**src/rtl/pll_clkdiv_bank.sv**
```systemverilog
// Multi-channel 50%-duty clock divider on the PLL output clock, gated by synchronised lock.
// Ratio updates are deferred to a falling edge so that a high phase never mixes two ratios.
module pll_clkdiv_bank #(
    parameter int unsigned CHANNELS  = 4,
    parameter int unsigned DIV_W     = 16,
    parameter int unsigned DIV_RESET = 0
) (
    input  logic                      clk,
    input  logic                      rst_n,
    input  logic                      pll_lock,
    input  logic [CHANNELS-1:0]       ch_en,
    input  logic [CHANNELS*DIV_W-1:0] div_in,
    input  logic                      div_load,
    input  logic                      phase_sync,
    output logic [CHANNELS-1:0]       clk_out,
    output logic [CHANNELS-1:0]       running,
    output logic                      lock_ok
);

    localparam logic [DIV_W-1:0] DIV_INIT = DIV_W'(DIV_RESET);

    typedef enum logic [1:0] {
        ST_IDLE = 2'd0,
        ST_RUN  = 2'd1,
        ST_STOP = 2'd2
    } ch_state_e;

    logic lock_meta;

    // Two-flop synchroniser for the raw PLL lock
    always_ff @(posedge clk or negedge rst_n) begin
        if (!rst_n) begin
            lock_meta <= 1'b0;
            lock_ok   <= 1'b0;
        end else begin
            lock_meta <= pll_lock;
            lock_ok   <= lock_meta;
        end
    end

    for (genvar i = 0; i < CHANNELS; i++) begin : g_ch
        ch_state_e        state;
        logic [DIV_W-1:0] cnt;
        logic [DIV_W-1:0] active;
        logic [DIV_W-1:0] shadow;
        logic             pend;
        logic             clk_q;
        logic             run_q;
        logic             at_end;
        logic             fall_now;
        logic             apply;

        assign at_end   = (cnt == active);
        assign fall_now = (state != ST_IDLE) && at_end && clk_q;
        assign apply    = pend && ((state == ST_IDLE) || fall_now);

        assign clk_out[i] = clk_q;
        assign running[i] = run_q;

        // Shadow ratio; a load coinciding with an apply stays pending for the next one
        always_ff @(posedge clk or negedge rst_n) begin
            if (!rst_n) begin
                active <= DIV_INIT;
                shadow <= DIV_INIT;
                pend   <= 1'b0;
            end else begin
                if (apply) begin
                    active <= shadow;
                end
                if (div_load) begin
                    shadow <= div_in[i*DIV_W +: DIV_W];
                    pend   <= 1'b1;
                end else if (apply) begin
                    pend <= 1'b0;
                end
            end
        end

        // Channel FSM; lock loss overrides everything, then phase_sync, then enable
        always_ff @(posedge clk or negedge rst_n) begin
            if (!rst_n) begin
                state <= ST_IDLE;
                cnt   <= '0;
                clk_q <= 1'b0;
                run_q <= 1'b0;
            end else if (!lock_ok) begin
                state <= ST_IDLE;
                cnt   <= '0;
                clk_q <= 1'b0;
                run_q <= 1'b0;
            end else begin
                case (state)
                    ST_IDLE: begin
                        cnt   <= '0;
                        clk_q <= 1'b0;
                        if (ch_en[i]) begin
                            state <= ST_RUN;
                            run_q <= 1'b1;
                        end
                    end
                    ST_RUN: begin
                        if (phase_sync) begin
                            cnt   <= '0;
                            clk_q <= 1'b0;
                        end else if (!ch_en[i] && (!clk_q || at_end)) begin
                            state <= ST_IDLE;
                            run_q <= 1'b0;
                            cnt   <= '0;
                            clk_q <= 1'b0;
                        end else begin
                            if (!ch_en[i]) begin
                                state <= ST_STOP;
                            end
                            if (at_end) begin
                                cnt   <= '0;
                                clk_q <= ~clk_q;
                            end else begin
                                cnt <= cnt + DIV_W'(1);
                            end
                        end
                    end
                    ST_STOP: begin
                        if (phase_sync || at_end) begin
                            state <= ST_IDLE;
                            run_q <= 1'b0;
                            cnt   <= '0;
                            clk_q <= 1'b0;
                        end else begin
                            cnt <= cnt + DIV_W'(1);
                        end
                    end
                    default: begin
                        state <= ST_IDLE;
                        run_q <= 1'b0;
                        cnt   <= '0;
                        clk_q <= 1'b0;
                    end
                endcase
            end
        end
    end

endmodule

```
**config.mk**
```make
export PLATFORM = sky130hd
export DESIGN_NAME = pll_clkdiv_bank
export DESIGN_NICKNAME = d
export VERILOG_FILES = /design/src/rtl/pll_clkdiv_bank.sv
export SDC_FILE = /design/constraint.sdc
export NUM_CORES = 1
export LEC_CHECK = 0
export BUFFER_PORTS_ARGS = -buffer_cell sky130_fd_sc_hd__buf_2
export CAP_MARGIN = 20
export CORE_ASPECT_RATIO = 1.75
export CORE_MARGIN = 2
export CORE_UTILIZATION = 55
export CTS_CLUSTER_DIAMETER = 100
export DETAILED_ROUTE_END_ITERATION = 7
export GPL_TIMING_DRIVEN = 0
export PLACE_DENSITY = 0.78
export SYNTH_ARGS = -nofsm -noshare
export SYNTH_HDL_FRONTEND = slang
export SYNTH_SLANG_ARGS = --single-unit
```
**constraint.sdc**
```tcl
create_clock -name clk -period 1.75 [get_ports clk]
set_input_delay 0.175 -clock clk [delete_from_list [all_inputs] [get_ports clk]]
set_output_delay 0.175 -clock clk [all_outputs]
set_load 0.005 [all_outputs]
```
# --- Yosys cells after proc, flatten, opt, wreduce, memory -nomap -nowiden ---
# Cells that the tools add are included.
word_totals:
  regBits: 214
  latch_bits: 0
  ramBits: 0
  romBits: 0
  input_bits: 73
  output_inout_bits: 9
  elab_cells: 238
  mem_count: 0
classes:
  addsub: 4
  mul: 0
  div_mod_pow: 0
  order_cmp: 0
  eq_ne: 36
  shifts: 0
  mux: 104
  bitwise: 4
  n_reduce_logical: 60
ops:
  columns: ["cell", "n"]
  rows:
  - ["$mux W16", 20]
  - ["$pmux W16 S2", 4]
  - ["$add A16 B1 Y16 const B", 4]
  - ["$eq A16 B16 Y1", 4]
  - ["$mux W2", 24]
  - ["$ne A3 B3 Y1 const B", 16]
  - ["$mux W1", 44]
  - ["$reduce_and A4 Y1", 8]
  - ["$pmux W2 S3", 4]
  - ["$ne A5 B5 Y1 const B", 4]
  - ["$logic_and A1 B1 Y1", 16]
  - ["$ne A4 B4 Y1 const B", 4]
  - ["$reduce_bool A2 Y1", 8]
  - ["$logic_or A1 B1 Y1", 12]
  - ["$pmux W1 S3", 4]
  - ["$eq A2 B1 Y1 const B", 4]
  - ["$eq A2 B2 Y1 const B", 4]
  - ["$logic_not A1 Y1", 8]
  - ["$logic_not A2 Y1", 4]
  - ["$pmux W1 S2", 4]
  - ["$reduce_and A2 Y1", 4]
  - ["$not A1 Y1", 4]

# --- Depth between registers and ports, before layout ---
# Gate-level depths: netlist of the first run.
depth:
  word_depth: 7
  ltp_mapped: 8

# --- Worst setup path after synthesis of the first run ---
# Ideal clock, no wire load.
synth_timing:
  kind: "flip-flop to flip-flop"
  start: "register g_ch[0].cnt[9]"
  end: "register g_ch[0].active[10]"
  arrival_ns: 1.575
  path_slack_ns: 0.046
  stages_incl_launch_ff: 8
  n_path_buf: 2
  synth_period_minus_slack_ns: 1.704
  path_cell_list: "dfrtp_1 > xor2_1 > nor4_1 > nand4_1 > buf_2 > buf_6 > o211ai_2 > nand3_1"
synth_between:
  elab_chain_len: 5
synth_lines:
  columns: ["item", "line", "rtl"]
  rows:
  - ["start: declaration", "43", "logic [DIV_W-1:0] cnt;"]
  - ["start signal: assignment", "118", "cnt <= cnt + DIV_W'(1);"]
  - ["start signal: assignment", "129", "cnt <= cnt + DIV_W'(1);"]
  - ["$eq A16 B16 Y1", "53", "assign at_end = (cnt == active);"]
  - ["$logic_and A1 B1 Y1 (2 in series)", "54", "assign fall_now = (state != ST_IDLE) && at_end && clk_q;"]
  - ["$logic_or A1 B1 Y1", "55", "assign apply = pend && ((state == ST_IDLE) || fall_now);"]
  - ["$logic_and A1 B1 Y1", "55", null]
  - ["end signal: assignment", "68", "active <= shadow;"]
  - ["end: declaration", "44", "logic [DIV_W-1:0] active;"]
# Every way passes these cells.
# A chain may end at the register's enable or synchronous reset.

# --- Worst setup path after layout of the first run ---
layout_timing:
  start: "register g_ch[2].cnt[7]"
  end: "register g_ch[2].active[8]"
layout_between:
  elab_chain_len: 5
layout_lines:
  columns: ["item", "line"]
  rows:
  - ["start: declaration", "43"]
  - ["start signal: assignment", "118"]
  - ["start signal: assignment", "129"]
  - ["$eq A16 B16 Y1", "53"]
  - ["$logic_and A1 B1 Y1 (2 in series)", "54"]
  - ["$logic_or A1 B1 Y1", "55"]
  - ["$logic_and A1 B1 Y1", "55"]
  - ["end signal: assignment", "68"]
  - ["end: declaration", "44"]
# Every way passes these cells.

==> flow_metrics.py, run 1 <==
metrics = {
    "global_routing": {
        "grt_pass1_wl_mm": 50.2,
        "number_of_global_route_vias_before_repair": 10200,
        "largest_net_degree_at_the_start_of_global_routing": 112,
        "grt.overflow.total": 0,
        "grt_total_usage_pct": 27.9,
        "initial_antenna_violation_count": 1,
    },
    "detailed_routing": {
        "wirelength_mm": 32.0,
        "firstDrtPassIters": 5,
        "post-route-drc-count": 0,
        "post_drt_via_cell_ratio": 6.06,
        "initialDrtViolationCount": 628,
        "routedWlPerCell_microns": 19.6,
        "vias": 9918,
        "drtAntennaViolNets": 0,
    },
    "worst_setup_path": {
        "critical_path.max_fanout": 5,
        "crit_slowest_cell": "sky130_fd_sc_hd__dfrtp_2",
        "critical_setup_path_class": "reg -> reg",
        "cell_by_cell_trace_of_the_critical_path": "xor2_1 -> nor4_2 -> nand4_1 -> buf_6 -> buf_8 -> o211ai_1 -> nand3_1",
        "worst_setup_path_end_kind": "flip-flop",
        "r2r_cells": 7,
        "crit_required_ps": 2130,
        "worst-endpoint-arrival_ps": 2340,
        "startpoint_class_of_the_critical_path": "flip-flop",
        "cp_slowest_stage_delay_ps": 430,
    },
    "synth": {
        "ys.flop_type": "sky130_fd_sc_hd__dfrtp_1",
        "ys_seq_elements": 214,
        "synth_unique_cells": 50,
        "synth_edf_count": 0,
        "syn-instance-count": 1141,
        "ys_warn_count": 0,
        "syn_avg_cell_area_sq_um": 9.97,
        "mappedNetlistNets": 1231,
        "synth-async-reset-ratio_pct": 100,
        "share_of_synthesized_area_occupied_by_flip_flops_and_latches_pct": 47.1,
        "netlist_area_sq_um": 11400,
    },
    "floorplan": {
        "die_x_microns": 113,
        "core_sq_um": 20300,
        "starting_density_of_the_core_pct": 56.1,
        "die_area_sq_um": 21900,
        "num_rows": 69,
        "die-height_microns": 194,
        "io_count": 82,
    },
    "power": {
        "power_leakage_nw": 6.36,
        "power_per_standard_cell_area_nw_per_um2": 958,
        "finalPower_mw": 14.4,
        "vdd_drop_max_mv": 1.06,
    },
    "sta": {
        "setup-violations-final": 136,
        "final.setup.tns_ps": -13740,
        "timing.hold.ws_ps": 25.4,
        "final.period_utilization_pct": 112,
        "rsz0062_at_grt": "yes",
        "report.final.hold_viol_count": 0,
        "period_needed_ps": 1960,
        "max_slew_margin_pct": 34.2,
        "slew_viol_final": 0,
        "worst_slew_pin_slew_ps": 987,
        "fmax_ghz": 0.510,
        "layout_setup_ws_ps": -210,
        "timing.clock.skew_ps": 12.2,
    },
    "cts": {
        "h-tree-depth": 1,
        "root_buffer": "sky130_fd_sc_hd__clkbuf_16",
        "cts.clk_slew.worst_paths_ps": 70,
        "clkLatencyLatePin_ps": 510,
        "cts_tree": "built",
        "clock_tree.buffer_depth": 3,
        "cts.sink_count": 214,
        "tritoncts.num_buffers": 21,
    },
    "placement": {
        "detailedPlacementHpwl_mm": 18.9,
        "finalWeightedCongestion": 0.868,
        "io_buffer_count": 80,
    },
    "worst_hold_path": {
        "worst_hold_path_type": "in -> reg",
        "hold-path-cell-count": 4,
    },
    "layout": {
        "post_route_cells_drive_above_1_share_pct": 32.0,
        "nets": 1466,
        "nFillCells": 1293,
        "diodes": 0,
        "area_growth_pct": 32.4,
    },
    "run_status": {
        "failing_checks": "negative setup slack",
        "run_status": "finished, violations left",
    },
    "run": {
        "max_cap_violations": 0,
    },
}
## timing repair
action	4_1_cts	5_1_grt
pin swaps	87	84
resized for setup	147	141
endpoints found under the setup margin	148	148
setup buffers	35	19
cloned	8	4
hold endpoints to repair	169	0
hold buffers	67	0
## synthesized netlist by cell type, drive strengths merged, types with 5 or more instances
cell type	count	share of area (%)
dfrtp	214	47
nor2b	98	5.4
xor2	92	7.1
nand3	86	3.8
nand4	79	4.3
nor2	77	2.6
a21oi	73	3.2
mux2	64	6.3
o21ai	46	2.0
clkbuf	44	1.5
buf	36	1.9
nand2	35	1.2
o211ai	32	2.5
xnor2	28	2.2
inv	23	0.76
nor4	18	1.1
ha	17	1.9
and2	10	0.55
and3	10	0.55
and4	9	0.69
nor3	8	0.44
o21a	7	0.46
a21o	6	0.40
a32o	5	0.44
## routing by layer
| metal | vias up | routed length (microns) | track usage (%) |
|---|---|---|---|
| met4 | 0 | 1300 | 12.2 |
| met1 | 4971 | 11700 | 32.0 |
| li1 | 4494 | - | - |
| met2 | 354 | 17500 | 51.4 |
| met3 | 99 | 1480 | 3.41 |
| met5 | - | 0 | 0 |
## power breakdown
group,leakage [nW],total (mW),switching (mW),internal (mW)
clock,0.347,4.79,1.97,2.82
combinational,3.34,3.18,1.60,1.57
sequential,2.67,6.46,0.791,5.67
## cell type report
cell class / instances / area [sq um] / area share (%)
well taps: 248 / 310 / 2.06
clock inverters: 7 / 113 / 0.748
multi-input cells: 821 / 6230 / 41.4
flip-flops and latches: 214 / 5370 / 35.7
inverters: 26 / 100 / 0.665
clock buffers: 29 / 596 / 3.95
plain buffers: 78 / 526 / 3.49
repair buffers: 214 / 1810 / 12.0
## final timing paths
| kind | startpoint | endpoint | slack [ps] |
|---|---|---|---|
| worst max-delay path | g_ch[2].cnt[7]$_DFF_PN0_ | g_ch[2].active[8]$_DFFE_PN0P_ | -210 |
| max in group asynchronous | rst_n | g_ch[3].cnt[7]$_DFF_PN0_ | 440 |
| worst min register to register | lock_meta$_DFF_PN0_ | lock_ok$_DFF_PN0_ | 350 |
| worst max register to register | g_ch[2].cnt[7]$_DFF_PN0_ | g_ch[2].active[8]$_DFFE_PN0P_ | -210 |
| min in group asynchronous | rst_n | g_ch[1].shadow[13]$_DFFE_PN0P_ | 280 |
| worst min-delay path | ch_en[3] | g_ch[3].clk_q$_DFFE_PN0P_ | 30 |
## layout by cell type (no fill, tap or decap), types with 15 or more instances in the layout
cell type                       Yosys  layout
sky130_fd_sc_hd__dfrtp_1          214     199
sky130_fd_sc_hd__nor2b_1           98      98
sky130_fd_sc_hd__xor2_1            92      91
sky130_fd_sc_hd__nand3_1           85      85
sky130_fd_sc_hd__buf_2             17      82
sky130_fd_sc_hd__nand4_1           79      79
sky130_fd_sc_hd__a21oi_1           73      69
sky130_fd_sc_hd__dlygate4sd3_1      0      67
sky130_fd_sc_hd__mux2_2            64      64
sky130_fd_sc_hd__buf_4             13      43
sky130_fd_sc_hd__buf_6              2      39
sky130_fd_sc_hd__clkbuf_1          44      37
sky130_fd_sc_hd__nand2_1           35      34
sky130_fd_sc_hd__o21ai_2            0      33
sky130_fd_sc_hd__nor2_2             1      32
sky130_fd_sc_hd__xnor2_1           28      28
sky130_fd_sc_hd__nor2_4             0      26
sky130_fd_sc_hd__o211ai_1          24      24
sky130_fd_sc_hd__clkbuf_16          0      24
sky130_fd_sc_hd__inv_1             23      22
sky130_fd_sc_hd__nor2_1            76      19
sky130_fd_sc_hd__ha_1              17      16
sky130_fd_sc_hd__nor4_2             2      15
sky130_fd_sc_hd__dfrtp_2            0      15
## critical path, delay by kind of cell, from the launching register on
kind	cells	cell delay, ps
compound gates	1	190
simple gates	3	710
buf+inv	2	330
flops	1	430
xor+xnor	1	170
## kinds of logic (layout without fill, tap and decap cells)
logic type / Yosys count / count (layout) / share of synthesized area, %
xor+xnor: 120 / 120 / 9.24
buf+inv: 106 / 354 / 4.25
simple gates: 434 / 434 / 20.9
flops: 214 / 214 / 47.1
mux: 66 / 66 / 6.51
compound gates: 184 / 184 / 10.1
fa+ha+maj: 17 / 17 / 1.87
## metrics by stage
stage	instance area, sq um	worst slack, ps	utilization (%)	std cells
6_report	15100	-210	74.2	1637
5_1_grt	15100	-299	74.2	1637
4_1_cts	14400	-131	70.7	1615
3_5_place_dp	12100	-371	59.8	1470
3_3_place_gp	12100	-3180	59.6	1469
2_1_floorplan	11400	46.1	-	1141
## flip-flops by register name, indices dropped and copies added (netlist names)
name	count
g_ch.active	64
g_ch.clk_q	4
g_ch.cnt	64
g_ch.pend	4
g_ch.run_q	4
g_ch.shadow	64
g_ch.state	8
lock_meta	1
lock_ok	1
Power figures use the tool's default switching activity.
==> run 2, diff against run 1 <==
--- a/config.mk
+++ b/config.mk
@@ -6,4 +6,5 @@
 export NUM_CORES = 1
 export LEC_CHECK = 0
+export ABC_AREA = 1
 export BUFFER_PORTS_ARGS = -buffer_cell sky130_fd_sc_hd__buf_2
 export CAP_MARGIN = 20
==> constraint.sdc (replaced) <==
create_clock -name clk -period 1.75 [get_ports clk]
set_input_delay 0.525 -clock clk [delete_from_list [all_inputs] [get_ports clk]]
set_output_delay 0.525 -clock clk [all_outputs]
set_load 0.005 [all_outputs]
==> run 2 against run 1 <==
  * The flow still finishes with violations (negative setup slack)
  * Largest power group unchanged
  * Hold slack got worse by 4.0 ps
  * Largest cell class is now sequential cells
  * Synthesized cell count rose by 22%
  * Non-clock buffer count fell by 99
  * Global-route usage fell by 4.1 points
  * Via count fell by 6.5%
  * Cell count rose by 11%
  * Area after synthesis fell by 4.4%
  * Sequential share of layout area rose by 4.0 points
  * Combinational power rose by 94%
  * Routed wire length fell by 20%
  * Fmax rose by 6.5%
  * Critical path type unchanged
==> flow_metrics.py, run 2 <==
metrics = {
    "run_status": {
        "run_status": "finished, violations left",
        "failing_checks": "negative setup slack",
    },
    "layout": {
        "final_design_area_no_fill_sq_um": 13500,
        "final_core_utilization_pct": 69.2,
        "post_route_cells_drive_above_1_share_pct": 26.2,
        "reg_top3": "g_ch.active: 64 flops, g_ch.cnt: 64 flops, g_ch.shadow: 64 flops",
        "nets": 1655,
        "nFillCells": 1478,
        "most-common-layout-cells": "sky130_fd_sc_hd__nand2_1 (399), sky130_fd_sc_hd__inv_1 (212), sky130_fd_sc_hd__dfrtp_1 (202)",
        "mostFrequentLayoutCell": "sky130_fd_sc_hd__nand2_1",
        "diodes": 0,
        "area_growth_pct": 24.6,
    },
    "worst_setup_path": {
        "cell_by_cell_trace_of_the_critical_path": "inv_1 -> nand2_1 -> nand2_2 -> nor2_4 -> nand2_2 -> nor2_4 -> nand2_4 -> o21bai_4 -> nand2_4 -> clkbuf_16 -> nand2_4 -> o21ai_2",
        "critical_setup_path_class": "reg -> reg",
        "critical_path.max_fanout": 6,
        "path_common_cell": "sky130_fd_sc_hd__nand2_4",
        "startpoint_class_of_the_critical_path": "flip-flop",
        "worst-endpoint-arrival_ps": 2220,
        "cp_slowest_stage_delay_ps": 400,
        "worst_setup_path_end_kind": "flip-flop",
        "crit_slowest_cell": "sky130_fd_sc_hd__dfrtp_1",
        "crit_required_ps": 2130,
    },
    "detailed_routing": {
        "routedWlPerCell_microns": 14.0,
        "post-route-drc-count": 0,
        "wirelength_mm": 25.6,
        "initialDrtViolationCount": 547,
        "post_drt_via_cell_ratio": 5.08,
        "firstDrtPassIters": 5,
        "vias": 9269,
        "drtAntennaViolNets": 0,
    },
    "power": {
        "finalPower_mw": 17.5,
        "power_leakage_nw": 6.81,
        "vdd_drop_max_mv": 0.975,
        "power_per_standard_cell_area_nw_per_um2": 1290,
    },
    "synth": {
        "ys.flop_type": "sky130_fd_sc_hd__dfrtp_1",
        "synth_top_area_share_pct": 49.3,
        "synth.largest_area_cell": "sky130_fd_sc_hd__dfrtp_1",
        "mappedNetlistNets": 1479,
        "ys_warn_count": 0,
        "netlist_area_sq_um": 10900,
        "yosys-top-cells-area": "sky130_fd_sc_hd__dfrtp_1 (49%), sky130_fd_sc_hd__nand2_1 (15%), sky130_fd_sc_hd__inv_1 (7.8%)",
        "synth_edf_count": 0,
        "ys_seq_elements": 214,
        "share_of_synthesized_area_occupied_by_flip_flops_and_latches_pct": 49.3,
        "synth_unique_cells": 36,
        "synthMostInstantiatedCell": "sky130_fd_sc_hd__nand2_1",
        "synth-async-reset-ratio_pct": 100,
        "syn_avg_cell_area_sq_um": 7.83,
        "synth_commonest_cells": "sky130_fd_sc_hd__nand2_1 (440), sky130_fd_sc_hd__inv_1 (227), sky130_fd_sc_hd__dfrtp_1 (214)",
        "syn-instance-count": 1389,
    },
    "cts": {
        "cts_tree": "built",
        "clkLatencyLatePin_ps": 500,
        "h-tree-depth": 1,
        "cts_hold_repair.buffers": 0,
        "cts.sink_count": 214,
        "tritoncts.num_buffers": 21,
        "root_buffer": "sky130_fd_sc_hd__clkbuf_16",
        "clock_tree.buffer_depth": 3,
        "cts.clk_slew.worst_paths_ps": 60,
    },
    "sta": {
        "report.final.hold_viol_count": 0,
        "final.period_utilization_pct": 105,
        "fmax_ghz": 0.543,
        "period_needed_ps": 1840,
        "rsz0062_at_grt": "yes",
        "slew_viol_final": 0,
        "final.setup.tns_ps": -1150,
        "timing.clock.skew_ps": 9.81,
        "max_slew_margin_pct": 52.9,
        "worst_slew_pin_slew_ps": 707,
        "setup-violations-final": 17,
        "layout_setup_ws_ps": -90.8,
    },
    "floorplan": {
        "die_area_sq_um": 21000,
        "core_sq_um": 19600,
        "io_count": 82,
        "die_x_microns": 110,
        "starting_density_of_the_core_pct": 55.6,
        "die-height_microns": 190,
        "num_rows": 68,
    },
    "placement": {
        "finalWeightedCongestion": 0.913,
        "io_buffer_count": 80,
        "post_dp_cell_area_sq_um": 11600,
        "place_ws_ps": -565,
        "detailedPlacementHpwl_mm": 16.8,
    },
    "global_routing": {
        "initial_antenna_violation_count": 1,
        "grt_pass1_wl_mm": 40.4,
        "grt_total_usage_pct": 23.8,
        "largest_net_degree_at_the_start_of_global_routing": 125,
        "grt.overflow.total": 0,
        "number_of_global_route_vias_before_repair": 8953,
    },
    "run": {
        "max_cap_violations": 0,
    },
    "worst_hold_path": {
        "worst_hold_path_type": "in -> async",
    },
}
## run 2: cell count changes in the layout (fill, tap and decap cells not counted), sizes merged, moves of 47 or more
cell,before,now
a21oi,73,6
dlygate4sd3,67,0
inv,23,241
mux2,64,0
nand2,35,451
nand3,86,39
nand4,79,7
nor2,77,147
nor2b,98,0
o21ai,46,145
xor2,92,37
## run 2: critical path, delay by kind of cell (launching register included)
kind,cells,cell delay (ps)
DFF,1,400
and+or+nand+nor,8,810
AOI/OAI and AO/OA,2,240
buffers and inverters,2,270
## run 2: where the power goes
| group | internal (mW) | switching (mW) |
|---|---|---|
| clock network | 2.67 | 1.90 |
| logic | 2.67 | 3.49 |
| registers | 5.93 | 0.822 |
## run 2: stage by stage
stage                     instances  hold slack (ps)
after global placement         1714              336
after global routing           1823             88.1
after CTS                      1774             62.2
after floorplan                1389              229
final                          1823             21.4
after detailed placement       1715              352
## run 2: layout make-up
type                    instances  area (sq um)  share of cell area (%)
repair buffers                153          1070                    7.89
clock buffers                  29           596                    4.40
well taps                     245           307                    2.26
clock inverters                 7          88.8                   0.656
plain buffers                  40           364                    2.69
inverters                     242           912                    6.74
multi-input cells             893          4840                    35.7
flip-flops and latches        214          5370                    39.7
## run 2: logic make-up after synthesis
family,synth area share [%]
buffers and inverters,10.8
AOI/OAI and AO/OA,9.15
adders and majority gates,1.96
and+or+nand+nor,25.5
xor gates and xnor gates,3.30
DFF,49.3
## run 2: timing repair
action / 4_1_cts / 5_1_grt
setup buffers: 23 / 45
hold endpoints to repair: 0 / 0
pin swaps: 12 / 43
cloned: 0 / 4
resized for setup: 36 / 150
endpoints found under the setup margin: 112 / 133
## run 2: final timing paths
kind | from | endpoint | slack (ps) | depth (start not counted)
setup / recovery | g_ch[2].active[1]$_DFFE_PN0P_ | g_ch[2].active[8]$_DFFE_PN0P_ | -90 | 12
setup reg to reg | g_ch[2].active[1]$_DFFE_PN0P_ | g_ch[2].active[8]$_DFFE_PN0P_ | -90 | 12
max in group asynchronous | rst_n | g_ch[0].cnt[8]$_DFF_PN0_ | 600 | 2
min in group clk | pll_lock | lock_meta$_DFF_PN0_ | 130 | 1
hold / removal | rst_n | g_ch[1].shadow[8]$_DFFE_PN0P_ | 20 | 1
hold reg to reg | lock_meta$_DFF_PN0_ | lock_ok$_DFF_PN0_ | 360 | 0
## run 2: routing by layer
metal  GRT usage (%)  vias to the layer above  wire length [microns]
li1                -                     4555                      -
met1            28.1                     4452                   9940
met2            43.8                      182                  13800
met3            2.77                       78                    873
met4            8.22                        2                    953
met5               0                        -                      8
